==> src/rtl/mux3_rr_arbiter_pkg.sv <==
// mux3_rr_arbiter shared definitions.
// State encoding, select constants, round-robin helpers.
package mux3_rr_arbiter_pkg;

    localparam int NUM_REQ = 3;
    localparam int CNT_W   = 4;

    localparam logic [1:0] SEL_IDLE = 2'b11;

    typedef enum logic {
        IDLE = 1'b0,
        BUSY = 1'b1
    } state_t;

    // (a + k) mod NUM_REQ for a in 0..2, k in 0..2
    function automatic logic [1:0] rr_add(
        input logic [1:0] a,
        input logic [1:0] k
    );
        logic [2:0] s;
        s = {1'b0, a} + {1'b0, k};
        if (s >= 3'd3) begin
            s = s - 3'd3;
        end
        return s[1:0];
    endfunction

    // First valid requester scanning ptr, ptr+1, ptr+2.
    function automatic logic [1:0] rr_pick(
        input logic [1:0]         ptr,
        input logic [NUM_REQ-1:0] valid
    );
        logic [1:0] idx;
        logic [1:0] pick;
        logic       found;
        pick  = ptr;
        found = 1'b0;
        for (int k = 0; k < NUM_REQ; k++) begin
            idx = rr_add(ptr, 2'(k));
            if (!found && valid[idx]) begin
                pick  = idx;
                found = 1'b1;
            end
        end
        return pick;
    endfunction

    function automatic logic [1:0] rr_next(input logic [1:0] g);
        return rr_add(g, 2'd1);
    endfunction

endpackage

==> src/rtl/mux3_rr_arbiter_mux.sv <==
// degenerate_mux3to1: 3-input data mux with an idle select.
// Ports: sel (0..2 picks in0..in2, 3 gives zero), in0..in2, y.
module degenerate_mux3to1 #(
    parameter int WIDTH = 32
) (
    input  logic [1:0]       sel,
    input  logic [WIDTH-1:0] in0,
    input  logic [WIDTH-1:0] in1,
    input  logic [WIDTH-1:0] in2,
    output logic [WIDTH-1:0] y
);

    always_comb begin
        y = '0;
        unique case (sel)
            2'd0: y = in0;
            2'd1: y = in1;
            2'd2: y = in2;
            2'd3: y = '0;
        endcase
    end

endmodule

==> src/rtl/mux3_rr_arbiter.sv <==
// mux3_rr_arbiter: round-robin burst arbiter over three requesters.
// Ports: clk, rst (sync, active-high); in0..in2 + req_valid/req_ready
// requester side; out_data/out_src/out_valid/out_ready output side;
// sel shows the current grant (3 = idle).
module mux3_rr_arbiter
    import mux3_rr_arbiter_pkg::*;
#(
    parameter int WIDTH = 32,
    parameter int BURST = 4
) (
    input  logic               clk,
    input  logic               rst,
    input  logic [WIDTH-1:0]   in0,
    input  logic [WIDTH-1:0]   in1,
    input  logic [WIDTH-1:0]   in2,
    input  logic [NUM_REQ-1:0] req_valid,
    output logic [NUM_REQ-1:0] req_ready,
    output logic [WIDTH-1:0]   out_data,
    output logic [1:0]         out_src,
    output logic               out_valid,
    input  logic               out_ready,
    output logic [1:0]         sel
);

    localparam logic [CNT_W-1:0] BURST_LAST = CNT_W'(BURST);

    state_t           state;
    state_t           state_n;
    logic [1:0]       g;
    logic [1:0]       g_n;
    logic [1:0]       ptr;
    logic [1:0]       ptr_n;
    logic [CNT_W-1:0] cnt;
    logic [CNT_W-1:0] cnt_n;
    logic [CNT_W-1:0] cnt_inc;

    logic [WIDTH-1:0]   mux_y;
    logic [NUM_REQ-1:0] g_onehot;
    logic               busy;
    logic               out_free;
    logic               xfer;
    logic               drop;
    logic               rel;

    assign busy     = (state == BUSY);
    assign sel      = busy ? g : SEL_IDLE;
    assign g_onehot = NUM_REQ'(1) << g;

    // Output register can take a word if empty or draining this cycle.
    assign out_free  = !out_valid || out_ready;
    assign req_ready = (busy && out_free) ? g_onehot : '0;

    assign xfer    = busy && req_valid[g] && req_ready[g];
    assign cnt_inc = cnt + CNT_W'(1);

    // Release on the last word of a burst or when the grantee goes quiet.
    assign drop = busy && !req_valid[g];
    assign rel  = drop || (xfer && (cnt_inc == BURST_LAST));

    degenerate_mux3to1 #(
        .WIDTH(WIDTH)
    ) u_mux (
        .sel(sel),
        .in0(in0),
        .in1(in1),
        .in2(in2),
        .y  (mux_y)
    );

    always_comb begin
        state_n = state;
        g_n     = g;
        ptr_n   = ptr;
        cnt_n   = cnt;
        unique case (state)
            IDLE: begin
                if (|req_valid) begin
                    state_n = BUSY;
                    g_n     = rr_pick(ptr, req_valid);
                    cnt_n   = '0;
                end
            end
            BUSY: begin
                if (rel) begin
                    state_n = IDLE;
                    ptr_n   = rr_next(g);
                    cnt_n   = '0;
                end else if (xfer) begin
                    cnt_n = cnt_inc;
                end
            end
        endcase
    end

    always_ff @(posedge clk) begin
        if (rst) begin
            state <= IDLE;
            g     <= '0;
            ptr   <= '0;
            cnt   <= '0;
        end else begin
            state <= state_n;
            g     <= g_n;
            ptr   <= ptr_n;
            cnt   <= cnt_n;
        end
    end

    always_ff @(posedge clk) begin
        if (rst) begin
            out_data  <= '0;
            out_src   <= '0;
            out_valid <= 1'b0;
        end else if (xfer) begin
            out_data  <= mux_y;
            out_src   <= g;
            out_valid <= 1'b1;
        end else if (out_valid && out_ready) begin
            out_valid <= 1'b0;
        end
    end

endmodule

==> config.mk <==
export PLATFORM = sky130hd
export DESIGN_NAME = mux3_rr_arbiter
export DESIGN_NICKNAME = d
export VERILOG_FILES = /design/src/rtl/mux3_rr_arbiter_pkg.sv /design/src/rtl/mux3_rr_arbiter_mux.sv /design/src/rtl/mux3_rr_arbiter.sv
export SDC_FILE = /design/constraint.sdc
export NUM_CORES = 1
export LEC_CHECK = 0
export ABC_CLOCK_PERIOD_IN_PS = 2200
export CORE_UTILIZATION = 36
export DETAILED_ROUTE_END_ITERATION = 8
export HOLD_SLACK_MARGIN = 0.08
export PLACE_DENSITY_LB_ADDON = 0.3
export SYNTH_ARGS = -nofsm -noshare
export SYNTH_HDL_FRONTEND = slang
export SYNTH_SLANG_ARGS = --single-unit
==> constraint.sdc <==
create_clock -name clk -period 2.2 [get_ports clk]
set_input_delay 0.44 -clock clk [delete_from_list [all_inputs] [get_ports clk]]
set_output_delay 0.44 -clock clk [all_outputs]
set_load 0.02 [all_outputs]
==> summary.md <==
| Metric | Value |
|---|---|
| Slew @ Worst Pin | between 400 and 500 ps |
| Number of diodes | 0 |
| # IOs | 142 |
| CP required | 1760 ps |
| Internal Power | 1540 uW |
| Fin crit share | around 90% |
| Vias in the first global route | 2966 |
| EDFF count, synth | 0 |
| Final setup vio count | 0 |
| First-pass GRT wire length | 14.1 mm |
| Sw Ratio | 30.2% |
| Minimum clock period | 2000 ps |
| Total Routing Usage GR | 21.0% |
| Core area | 0.00737 mm^2 |
| Multi-input logic area | between 0.0015 and 0.002 mm^2 |
| Slowest CP cell | clkdlybuf4s50_1 |
| Max Clk Rate | between 0.4 and 0.5 GHz |
| Post-DP HPWL | 6.36 mm |
| Mapped Area | 0.00278 mm^2 |
| Area share of xor/xnor cells in the synthesized design | 0% |
| Hold Slack | 457 ps |
| WS Path Type | in -> out |
| Sequential share of power | 38.1% |
| Fin nets | slightly above 600 |
| Post-synthesis sequential area ratio | 31.6% |
| Initial Utilization | between 30% and 40% |
| Worst-case reg-to-reg path depth | 6 |
| CTS Buffer Depth | 2 |
| Synth Flop Type | dfxtp_1 |
| First-pass DRT Iterations | 4 |
| Clock Latency Late Sink | about 290 ps |
| Critical path cell sequence | clkdlybuf4s50_1 -> nand2b_1 -> and3_1 -> dlygate4sd2_1 |
| IO Port Bufs | ~140 |
| CP top delay family | buffers and inverters |
| P per Cell Area | 498 mW/mm^2 |
| Max-slew violations | 0 |
| Clock-pin slew on the worst setup and hold paths | 80 ps |
| Antenna Nets Post-Route | 0 |
| TritonCTS clock tree | built |
| Adder-Cell Fraction of Synth Area | 3.60% |
| CTS buffer count | 5 |
| Synth Register Bits | 44 |
| Syn nets | 484 |
| Root buf cell | clkbuf_8 |
| Total leakage power | 0.00154 uW |
| Maximum vdd drop | 0.341 mV |
| Synth top area share | 31.6% |
| Crit-path max FO | 4 |
| Sum Neg Setup Slack | 0 ps |
| Power share of the combinational group | 35.6% |
| Main combinational cell family by area after synthesis | simple AND/OR/NAND/NOR gates |
| Clock sink count | 44 |
| Synth Area in Simple Gates | about 24% |
| Synthesis Warnings | 0 |
| Top cell type by total area after synthesis | dfxtp_1 |
| Compound-cell area share of the yosys netlist | 19.1% |
| Largest net degree at the start of global routing | 39 |
| # rows | 31 |
| Yosys cell types | 39 |
| Synthesized area per cell | 7.44 um^2 |
| Worst hold path cell count | 2 |
| Total grt overflow | 0 |
| Type of the worst min-delay path | reg -> reg |
| Iter 0 DRT Violations | 100 |
| Mux share of post-synthesis cell area | 14.1% |
| Area Growth Syn to Fin | 59.3% |
| Die H | 89.9 um |
| Area of the die | 0.00809 mm^2 |
| Max Cap Viol | 0 |
| DR DRC count | 0 |
| Die W | 89.9 um |
| Final WL | about 8.5 mm |
| Endpoints failing hold | 0 |
| Slowest stage delay, CP | 470 ps |
| Cells after Synth | 374 |
| Status | finished clean |
| H-tree Lvls | 2 |
| Clock Power Share | 26.3% |
| Worst Setup End Kind | primary output |
| Routed WL per cell | 14.0 um |
| Post-CTS setup buffer count | 0 |
| Initial antenna violation count | 0 |
| CP Launch Type | input pin |
| WP buf/inv | 2 |
| Cts hold-fix bufs | 0 |
| Crit path arrival time | 1560 ps |
| Clock skew | around 2.3 ps |
| Layout cells sized above 1 | approximately 6% |
| Switch Pwr | 666 uW |
| Synth area leaders | dfxtp_1, mux2i_1, nand2_1 |
| Slew HR | 67.3% |
| Fill cells | 657 |
| Drt via density | just over 5 |
| RSZ-0062 raised after global routing | false |
| WP depth | 4 |
| Routed vias | 3077 |
| Final RePlAce weighted congestion | approximately 0.9 |
| Post-synth ARST share | 0% |
| Sequential cell area | 882 um^2 |
==> logic make-up after synthesis <==
group,after synthesis
compound gates,95
mux,39
fa+ha+maj,8
buf+inv,43
simple gates,145
flops,44
==> cells in the mapped netlist, types with 2 or more instances <==
cell and n:
mux2i_1 37, nand3_1 33, nand3b_1 4, buf_2 9, or3_1 2, nand4_1 2
and3_1 4, nor3b_1 2, o21ai_0 36, o211ai_1 3, nand2b_1 8, o22ai_1 4
clkbuf_1 15, and2_1 2, buf_1 3, nor2_1 7, ha_1 8, dfxtp_1 44
nand2_1 73, buf_6 3, inv_1 11, nor3_1 3, nor2b_1 2, buf_4 2
a21oi_1 41, a31oi_1 2, a211oi_1 2
==> worst register-to-register path: stages (launching register included) <==
cell       delay (ps)
dfxtp_2           420
buf_4             350
mux2i_1           290
o21ai_2            90
buf_4             160
o2bb2ai_2         210
mux2_1            350
==> layout by cell type (no fill, tap or decap), drive strengths merged <==
cell           count
o22ai              4
nor4               1
nand4              2
dlymetal6s2s       1
inv               11
a31oi              2
and2               2
o21ai             37
a211oi             2
nand3b             4
clkdlybuf4s50    136
nor3               3
o2bb2ai            2
and3               4
a21oi             41
nand2b             8
and4               1
o41ai              1
or3                2
nand2             73
mux2               2
ha                 8
mux2i             37
nand3             33
nor3b              2
dlygate4sd2        3
o211ai             4
nand4b             1
o211a              1
bufinv             1
buf               19
clkbuf             5
nor2               7
o32ai              1
nor2b              2
dfxtp             44
==> power by group through the flow <==
stage	clock, uW	sequential [uW]	combinational [uW]
6_report	582	841	787
5_1_grt	626	845	868
4_1_cts	597	842	792
3_5_place_dp	0	860	790
3_3_place_gp	0	858	782
2_1_floorplan	0	861	430
==> layout make-up <==
cell class	instances	share of cell area, %
Tap cell	99	2.79
Inverter	11	0.931
Multi-Input combinational cell	287	38.6
Sequential cell	44	19.9
Timing Repair Buffer	159	35.6
Clock inverter	1	0.677
Clock buffer	5	1.55
==> metal layers <==
| metal | global-route usage (%) | vias up | routed length (um) |
|---|---|---|---|
| met3 | 5.25 | 9 | 626 |
| met5 | 0 | - | 0 |
| met2 | 37.1 | 123 | 4090 |
| li1 | - | 1567 | - |
| met4 | 3.09 | 0 | 49 |
| met1 | 26.4 | 1378 | 3740 |
==> timing repair <==
action                     CTS  global route
setup endpoints to repair    3             1
cloned                       0             0
resized for setup            3             1
==> stage by stage <==
step	utilization (%)	total power (uW)	area, um^2	worst slack [ps]	std cells
after floorplan	-	1290	2780	47.7	374
after global placement	58.9	1640	4340	-48.3	600
after detailed placement	58.9	1650	4340	-80.1	600
after CTS	60.2	2230	4430	56.3	606
after global routing	60.2	2340	4440	94.0	606
final	60.2	2210	4440	198	606
==> final timing paths <==
kind                 from      endpoint  slack (ps)
max             out_ready  req_ready[1]         200
min          out_data[12]  out_data[12]         460
max reg2reg          g[0]        ptr[0]         230
min reg2reg  out_data[12]  out_data[12]         460
==> state kept, by name, summed over array words and instances (netlist names) <==
signal / flops
busy: 1
out_data: 32
out_src: 2
cnt: 4
out_valid: 1
ptr: 2
g: 2
(Power assumes the default switching activity.)
